### config.mk
export PLATFORM = sky130hd
export DESIGN_NAME = dmem_arbiter
export DESIGN_NICKNAME = d
export VERILOG_FILES = /design/src/rtl/dmem_arbiter.sv
export SDC_FILE = /design/constraint.sdc
export NUM_CORES = 1
export LEC_CHECK = 0
export CAP_MARGIN = 20
export CORE_MARGIN = 2
export CORE_UTILIZATION = 40
export DETAILED_ROUTE_END_ITERATION = 8
export PLACE_DENSITY = 0.81
export SYNTH_ARGS = -nofsm -noshare
export SYNTH_HDL_FRONTEND = slang
export SYNTH_SLANG_ARGS = --single-unit
### constraint.sdc
create_clock -name clk -period 2.2 [get_ports clk]
set_clock_uncertainty 0.1 [all_clocks]
set_input_delay 0.44 -clock clk [delete_from_list [all_inputs] [get_ports clk]]
set_output_delay 0.44 -clock clk [all_outputs]
set_load 0.02 [all_outputs]
### src/rtl/dmem_arbiter.sv
// Two-port arbiter/sequencer in front of a single-port data memory.
// Each access is granted, issued to the memory for one cycle and then acknowledged.
module dmem_arbiter #(
    parameter int DEPTH     = 64,
    parameter int AW        = 32,
    parameter int PRIO_MODE = 0
) (
    input  logic          clk,
    input  logic          reset,
    input  logic          p0_req,
    input  logic          p0_we,
    input  logic [AW-1:0] p0_addr,
    input  logic [31:0]   p0_wd,
    output logic          p0_ack,
    output logic [31:0]   p0_rd,
    output logic          p0_err,
    input  logic          p1_req,
    input  logic          p1_we,
    input  logic [AW-1:0] p1_addr,
    input  logic [31:0]   p1_wd,
    output logic          p1_ack,
    output logic [31:0]   p1_rd,
    output logic          p1_err,
    output logic          mem_we,
    output logic [AW-1:0] mem_a,
    output logic [31:0]   mem_wd,
    input  logic [31:0]   mem_rd,
    output logic          busy
);

    typedef enum logic [1:0] {IDLE, ACCESS, DONE} state_t;

    localparam logic [AW-1:0] DEPTH_A = AW'(DEPTH);

    state_t        state;
    logic          last_gnt;
    logic          gnt_q;
    logic          err_lat;
    logic          gnt;
    logic          sel_we;
    logic [AW-1:0] sel_addr;
    logic [31:0]   sel_wd;
    logic          sel_oob;

    // Winner selection: on a tie, round-robin favours the port not granted last time
    always_comb begin
        gnt = 1'b0;
        if (p0_req && p1_req) begin
            gnt = (PRIO_MODE == 1) ? 1'b0 : ~last_gnt;
        end else begin
            gnt = p1_req;
        end
        sel_we   = gnt ? p1_we   : p0_we;
        sel_addr = gnt ? p1_addr : p0_addr;
        sel_wd   = gnt ? p1_wd   : p0_wd;
        sel_oob  = (sel_addr >= DEPTH_A);
    end

    always_ff @(posedge clk or negedge reset) begin
        if (!reset) begin
            state    <= IDLE;
            last_gnt <= 1'b1;
            gnt_q    <= 1'b0;
            err_lat  <= 1'b0;
            mem_we   <= 1'b0;
            mem_a    <= '0;
            mem_wd   <= '0;
            p0_ack   <= 1'b0;
            p0_err   <= 1'b0;
            p0_rd    <= '0;
            p1_ack   <= 1'b0;
            p1_err   <= 1'b0;
            p1_rd    <= '0;
            busy     <= 1'b0;
        end else begin
            unique case (state)
                IDLE: begin
                    if (p0_req || p1_req) begin
                        // Out-of-range accesses are neutralised here so they never touch memory
                        mem_we   <= sel_we & ~sel_oob;
                        mem_a    <= sel_oob ? '0 : sel_addr;
                        mem_wd   <= sel_wd;
                        gnt_q    <= gnt;
                        last_gnt <= gnt;
                        err_lat  <= sel_oob;
                        busy     <= 1'b1;
                        state    <= ACCESS;
                    end
                end
                ACCESS: begin
                    mem_we <= 1'b0;
                    if (gnt_q) begin
                        p1_rd  <= err_lat ? 32'h0 : mem_rd;
                        p1_ack <= 1'b1;
                        p1_err <= err_lat;
                    end else begin
                        p0_rd  <= err_lat ? 32'h0 : mem_rd;
                        p0_ack <= 1'b1;
                        p0_err <= err_lat;
                    end
                    state <= DONE;
                end
                DONE: begin
                    p0_ack <= 1'b0;
                    p0_err <= 1'b0;
                    p1_ack <= 1'b0;
                    p1_err <= 1'b0;
                    busy   <= 1'b0;
                    state  <= IDLE;
                end
                default: state <= IDLE;
            endcase
        end
    end

endmodule

# Word-level counts from Yosys, hierarchy flattened
# Cells that the tools add are included.
[word_totals]
latchBits = 0
rom_bits = 0
n_memories = 0
elab_cells = 57
input_bits = 166
ff_bits = 139
ram_bits = 0
[op_classes]
addsub = 0
order_cmp = 1
n_mux = 20
eq_ne = 5
multipliers = 0
n_shift = 0
bitwise_logic = 4
n_div = 0
n_reduce_logical = 13
[op_table]
columns = ["op", "n"]
rows = [
  ["2-to-1 mux 32 bit", 4],
  ["greater-or-equal comparator 32 x 7 -> 1 bit (second input constant)", 1],
  ["AND reduction 2 bit", 7],
  ["one-hot mux 1 bit (2 select lines)", 6],
  ["2-to-1 mux 1 bit", 8],
  ["inequality test 2 bit (second input constant)", 3],
  ["nonzero test 2 bit", 3],
  ["one-hot mux 2 bit (2 select lines)", 1],
  ["inverter 1 bit", 3],
  ["== test 2 x 1 -> 1 bit (second input constant)", 1],
  ["== test 2 bit (second input constant)", 1],
  ["zero test 2 bit", 1],
  ["2-to-1 mux 2 bit", 1],
  ["AND 1 bit", 1],
  ["logical AND 1 bit", 1],
  ["logical OR 1 bit", 1],
]

# Depth between registers and ports, before layout
[logic_depth]
word_depth = 8
mapped_depth = 7

# Worst setup path after synthesis
# Ideal clock, no wire load.
[synth_timing]
path_type = "in2reg"
startpoint = "input port p0_addr[28]"
endpoint = "register err_lat"
arrival_time_ps = 1390
path_slack_ps = 586
cell_stages = 4
setup_time_ps = 124
cell_sequence = "nor4_2 -> nand4_1 -> mux2_4 -> o31a_1"
[synth_between]
elab_chain_cells = 2
[synth_rtl]
columns = ["item", "line_no", "text"]
rows = [
  ["start, declared", "12", "input logic [AW-1:0] p0_addr,"],
  ["2-to-1 mux 32 bit", "54", "sel_addr = gnt ? p1_addr : p0_addr;"],
  ["greater-or-equal comparator 32 x 7 -> 1 bit", "56", "sel_oob = (sel_addr >= DEPTH_A);"],
  ["end signal, assigned", "85", "err_lat <= sel_oob;"],
  ["end, declared", "38", "logic err_lat;"],
]
# No other way between the ends.
# A chain may end at the register's enable or synchronous reset.

# Worst setup path in the final report
[layout_timing]
startpoint = "register mem_a[0]"
endpoint = "output port mem_a[0]"
[layout_rtl]
columns = ["item", "line_no", "text"]
rows = [
  ["start, declared", "25", "output logic [AW-1:0] mem_a,"],
  ["start signal, assigned", "81", "mem_a <= sel_oob ? '0 : sel_addr;"],
]
# No word-level cell between the ends.

==> impl_results.md <==
- Outcome: complete, no violations
- Buf/Inv on CP: 1
- Gate Count Post-Synth: around 530
- Top post-synthesis cells by count: dfrtp_1 (138), nand2_1 (113), o21ai_1 (99)
- R2R Path End: mem_a[4]$_DFFE_PN0P_
- Row Count: 43
- # hold bufs at CTS: 1
- Post-route antenna net violation count: 0
- Critical path type: reg -> out
- Crit path arrival time: 1440 ps
- Core area: between 10,000 and 15,000 sq um
- Setup crit end kind: output pin
- Max-Cap Viols: 0
- Synth Cell Area: 5704 sq um
- Post-synth EDFFs: 0
- Area share of the largest cell type after synthesis: 0.6054
- Share of layout cells above drive strength 1: 0.07867
- Vias in the first global route: 5,304
- Filler cells: 1,014
- WHS Endpoint: mem_wd[12]$_DFFE_PN0P_
- Pin count of the biggest net entering global routing: 65
- Hpwl dp: 12.99 mm
- Via Count: between 5,000 and 6,000
- Vias per cell: 5.015
- R2R depth: 4
- Fmax: 504.2 MHz
- Crit-path leading delay family: buffers and inverters
- DIE WIDTH: 123.4 microns
- Clk slew on worst S/H paths: 60 ps
- Initial drt markers: 278
- Static leakage: 4.026 nW
- Height of the chip: 123.4 microns
- Area Overhead vs Synth: 68.17%
- Max-slew violation count: 0
- Rel. slew slack: 0.7077
- Fin util: 0.6911
- Pre-antenna DRT Iters: 4
- Finish-stage setup viols: 0
- Initial antenna violation count: 0
- Residual DRC: 0
- Post-CTS resize count: 0
- Minimum clock period after layout: 1983 ps
- Hold Path Class: reg -> reg
- Final hold slack: 385.4 ps
- RSZ-0062 raised after global routing: false
- Die area: 15,230 sq um
- VDD IR-drop max: 0.6338 mV
- Critical path origin: mem_a[0]$_DFFE_PN0P_
- Longest Clk Path Bufs: 2
- Critical path startpoint category: flip-flop
- Nets: 992
- Synthesis-stage register bit count: between 100 and 150
- R2R setup slack: 520 ps
- Count leader, synth: dfrtp_1
- CP Max Fanout: 2
- Port buffer count: around 300
- Slowest stage cell, crit path: clkdlybuf4s50_1
- Clk root buf: clkbuf_16
- Placed cell areas: 8967 sq um
- Final estimated routing congestion in global placement: 0.8693
- Clock buffer count from CTS: 17
- Register area share after synthesis: 0.6100
- Req. time, crit path: ~1700 ps
- Synth area leaders: dfrtp_1 (61%), o21ai_1 (8.7%), nand2_1 (7.4%)
- Crit path depth: 1
- Gr ovfl total: 0
- Syn. warnings: 0
- Clk sinks: ~140
- PwrDens: just over 1000 nW/um^2
- Post-synthesis async set-or-reset flop share: 1.000
- DR WL/cell: 17.17 microns
- CTS tree: built
- Hold Fails Final Rpt: 0
- Initial Util: 0.4109
- Power Total: 0.009654 W
- Final WL: 17.51 mm
- Number of H-tree levels: 4
- Syn avg cell area: between 10 and 15 sq um
- Net Count, Synth: ~690
- Reg-to-reg startpoint: last_gnt$_DFFE_PN1P_
- Leading area contributor after synthesis: dfrtp_1
- Crit-path cells: clkdlybuf4s50_1
- Synth cell types: 31
- Worst-Margin Slew: 438.5 ps
- Clock Latency Late Sink: 420 ps
- Hold path startpoint: mem_wd[12]$_DFFE_PN0P_
- Design Area, Final: between 9000 and 10,000 sq um
- Fin crit share: 0.9015
- Setup bufs post-CTS: 0
- Synth Flop Type: dfrtp_1
- I/O pin cnt: 300
- First-pass GRT wire length: between 20 and 30 mm
- GRT Total Usage: 0.2344
- Worst Hold Depth: 2
- CP max stage delay: 680 ps
[report_power, final]
group          internal, W  switching, W  total (W)
combinational      0.00153       0.00184    0.00337
clock              0.00186       0.00106    0.00293
sequential         0.00304      0.000319    0.00336
[how the worst max path moves through the flow]
| stage | endpoint | slack (ps) |
|---|---|---|
| floorplan | err_lat$_DFFE_PN0P_ | 590 |
| global placement | mem_a[0]$_DFFE_PN0P_ | 0.6 |
| detailed placement | mem_a[4]$_DFFE_PN0P_ | -80 |
| CTS | mem_a[0] | 180 |
| global route | mem_a[4] | 170 |
| finish | mem_a[0] | 220 |
[per-layer routing]
metal	part of all wire	track usage
met5	0	0
met4	0.035	0.1136
met2	0.50	0.4032
met1	0.37	0.2556
met3	0.087	0.08487
[flip-flops by register name (all words and copies together) (netlist names)]
register,flops
mem_a,32
busy,1
mem_we,1
p1_err,1
err_lat,1
gnt_q,1
p1_rd,32
state,2
p0_err,1
p0_rd,32
last_gnt,1
p0_ack,1
mem_wd,32
p1_ack,1
[through the flow]
stage | TNS (ps) | instances | setup WS (ps)
detailed placement | -269.1 | 986 | -84.96
floorplan | 0 | 526 | 586.1
global placement | 0 | 986 | 0.6166
global route | 0 | 1019 | 165.7
finish | 0 | 1020 | 216.7
CTS | 0 | 1019 | 180.4
[layout make-up]
type | instances | area, sq um | share of cell area
flip-flops and latches | 139 | 3480 | 0.3627
multi-input cells | 352 | 2072 | 0.2160
well taps | 180 | 225.2 | 0.02348
repair buffers | 313 | 3189 | 0.3325
diodes | 1 | 2.502 | 0.0002609
clock buffers | 21 | 470.5 | 0.04904
inverters | 3 | 11.26 | 0.001174
clock inverters | 11 | 142.6 | 0.01487
[cell usage in the layout, fill, tap and decap left out, types with 3 or more instances in the layout]
| master | Yosys | layout |
|---|---|---|
| clkdlybuf4s50_1 | 0 | 298 |
| dfrtp_1 | 138 | 138 |
| nand2_1 | 113 | 111 |
| o21ai_1 | 99 | 99 |
| mux2i_1 | 39 | 39 |
| nand2b_1 | 33 | 33 |
| and2_1 | 26 | 26 |
| clkbuf_16 | 0 | 17 |
| nor4_1 | 8 | 8 |
| o41ai_2 | 7 | 7 |
| buf_12 | 1 | 7 |
| buf_4 | 2 | 6 |
| clkinvlp_4 | 0 | 5 |
| nor4_2 | 4 | 4 |
| nand4_1 | 3 | 3 |
| inv_2 | 3 | 3 |
| a21oi_1 | 3 | 3 |
| o21ai_0 | 3 | 3 |
| bufinv_16 | 0 | 3 |
| clkbuf_8 | 0 | 3 |
| clkinv_2 | 0 | 3 |
[cells by family (layout without fill, tap and decap cells)]
logic type | count (synthesis) | count (layout) | synth area share
buffers and inverters | 35 | 348 | 0.03027
other | 0 | 1 | 0
AO/OA/AOI/OAI | 119 | 119 | 0.1231
multiplexers | 40 | 40 | 0.07107
AND/OR/NAND/NOR | 193 | 193 | 0.1656
flip-flops | 139 | 139 | 0.6100
(Power assumes the default switching activity.)
==> patch: new RTL, same settings <==
Register the output `p1_err` once more; this adds one clock of latency there. The other outputs are not delayed to match.
--- a/src/rtl/dmem_arbiter.sv
+++ b/src/rtl/dmem_arbiter.sv
@@ -32,4 +32,6 @@
 
     localparam logic [AW-1:0] DEPTH_A = AW'(DEPTH);
+
+    logic p1_err_s0;
 
     state_t        state;
@@ -70,5 +72,5 @@
             p0_rd    <= '0;
             p1_ack   <= 1'b0;
-            p1_err   <= 1'b0;
+            p1_err_s0 <= 1'b0;
             p1_rd    <= '0;
             busy     <= 1'b0;
@@ -93,5 +95,5 @@
                         p1_rd  <= err_lat ? 32'h0 : mem_rd;
                         p1_ack <= 1'b1;
-                        p1_err <= err_lat;
+                        p1_err_s0 <= err_lat;
                     end else begin
                         p0_rd  <= err_lat ? 32'h0 : mem_rd;
@@ -105,5 +107,5 @@
                     p0_err <= 1'b0;
                     p1_ack <= 1'b0;
-                    p1_err <= 1'b0;
+                    p1_err_s0 <= 1'b0;
                     busy   <= 1'b0;
                     state  <= IDLE;
@@ -114,4 +116,8 @@
     end
 
+    always_ff @(posedge clk) begin
+        p1_err <= p1_err_s0;
+    end
+
 endmodule
 
Behaviour: not the same (Yosys sat finds a counterexample within 4 cycles, from zero or initial values and one cycle with reset low).
==> patch against the original RTL <==
Non-clock buffer count up 4; sequential cell count increased by 1; area after synthesis up 0.39%; die area is 0.39% higher; clock power decreased by 9.2%; total power decreased by 1.8%; routed wire length increased by 0.58%; cell area hardly changed; worst setup slack lost 15 ps; count of clock-buffer cells in the layout decreased by 1; first-iteration DRC count decreased by 23%; worst hold slack lost 82 ps; largest power group unchanged.
==> patch: results (changes against the original RTL) <==
grt total ovfl=0 (unchanged); HP Class=reg -> reg (unchanged); post-synthesis cell type count=32 (was 31); H-tree levels=4 (unchanged); Worst-Skew Late Latency=410 ps; global-route wire length before repair=26,500 um (was 26,800 um); commonest cells in the netlist=dfrtp_1, nand2_1, o21ai_1 (unchanged); status=finished, final reports clean (unchanged); Worst EP arrival=1460 ps (was 1440 ps); Inserted Diodes=0 (was 1); vias in the first global route=5,313 (was 5,304); worst vdd ir=0.000747 V (was 0.000634 V); clk root buf=clkbuf_16 (unchanged); drt pass-1 iters=4 (unchanged); Worst Hold End=p1_err (was mem_wd[12]); setup slack, reg-to-reg=480 ps (was 520 ps); worst flop-to-flop path endpoint=mem_a[4] (unchanged); CTS buffer count=17 (unchanged); Overall Global Routing Usage=0.231 (was 0.234); final hold viol count=0 (unchanged); layout cells sized above 1=0.0819 (was 0.0787); Final nets=997 (was 992); Worst Hold Launch=p1_err_s0 (was mem_wd[12]); Worst Reg-to-Reg Cells=4 (unchanged); maximum buffer depth of the clock tree=2 (unchanged); Mapped Nets=693 (was 692); register area share after synthesis=0.611 (was 0.610); YS warnings=0 (unchanged); Post-DP HPWL=13,300 um (was 13,000 um); CTS clock-pin slew for the worst setup and hold paths=60 ps (about the same); Post-CTS Setup Bufs=0 (unchanged); Async S/R FF share, synth=0.993 (was 1.00); top cells by area in the synthesized netlist=dfrtp_1, o21ai_1, nand2_1 (unchanged); 1st-iter DRT viols=214 (was 278); Vias=5,145 (was 5,115); Crit-path slowest cell=clkdlybuf4s50_1 (unchanged); routability cong.=0.869 (about the same); Reg2Reg Launch Point=last_gnt (unchanged); largest net degree at the start of global routing=65 (unchanged); CP delay by family, top=buffers and inverters (unchanged); max incr delay on CP=690 ps; Critical Path Fanout Max=2 (unchanged); final wirelength=17,600 um (was 17,500 um); Worst slew margin=0.694 (was 0.708); Pleak=4.04 nW (was 4.03 nW); number of I/O port buffers=299 (unchanged); Fill cells=1,005 (was 1,014); cell count of the worst hold path=0 (was 2); hold-fix buffers at CTS=1 (unchanged); CTS resizes=0 (unchanged); Top FF cell, synth=dfrtp_1 (unchanged); initial antenna violation count=0 (unchanged)
patch: cell count changes in the layout (fill, tap and decap cells not counted):
cell and change:
clkinvlp_4 -1, inv_6 +1, o21ai_0 -2, dfxtp_1 +1, o21ai_1 +2, bufinv_16 -2, diode_2 -1, clkbuf_1 -1
buf_4 +3, buf_12 +1, clkinv_4 +1
patch: area by class of cell:
cell class                 count  area share
clock buffer                  20      0.0486
tap                          180      0.0235
clock inverter                10     0.00965
inverter                       3     0.00117
timing repair buffer         317       0.337
sequential                   140       0.365
multi-input combinational    352       0.216
patch: cell families (layout without fill, tap and decap cells):
kind of cell / Yosys count / after routing / share of synthesized area
multiplexers: 40 / 40 / 0.0708
AO/OA/AOI/OAI: 119 / 119 / 0.123
flip-flops: 140 / 140 / 0.611
AND/OR/NAND/NOR: 193 / 193 / 0.165
buffers and inverters: 35 / 350 / 0.0306
patch: power breakdown:
| group | internal, W | leakage [nW] | switching [W] |
|---|---|---|---|
| registers | 0.00307 | 1.87 | 0.000333 |
| clock network | 0.00163 | 0.266 | 0.00103 |
| logic | 0.00157 | 1.90 | 0.00185 |
patch: metal layers:
layer / track usage / up-vias / share of wire
met5: 0 / - / 0
li1: - / 2410 / -
met4: 0.0980 / 0 / 0.024
met2: 0.409 / 220 / 0.52
met3: 0.0746 / 31 / 0.090
met1: 0.254 / 2484 / 0.37
patch: worst max path at each step:
stage | from | end | slack (ps) | depth (start not counted)
4_1_cts | mem_a[4] | mem_a[4] | 180 | 1
2_1_floorplan | p0_addr[25] | err_lat | 590 | 4
3_5_place_dp | p0_addr[18] | mem_a[4] | -90 | 5
5_1_grt | mem_a[2] | mem_a[2] | 150 | 1
3_3_place_gp | p0_addr[18] | mem_a[4] | -0.4 | 5
6_report | mem_a[2] | mem_a[2] | 200 | 1
patch: metrics by stage:
step | cells | area, um^2 | hold slack [ps] | setup slack [ps] | setup TNS (ps)
after floorplan | 527 | 5730 | 44.4 | 586 | 0
after detailed placement | 991 | 9030 | 300 | -88.1 | -272
after global routing | 1022 | 9600 | 336 | 151 | 0
final | 1022 | 9600 | 303 | 202 | 0
after CTS | 1022 | 9600 | 313 | 181 | 0
after global placement | 991 | 9030 | 288 | -0.428 | -0.588
patch: worst register-to-register path, delay by kind of cell (launching register included):
family	cells	cell delay (ps)
flip-flops	1	570
buffers and inverters	1	170
AO/OA/AOI/OAI	3	770
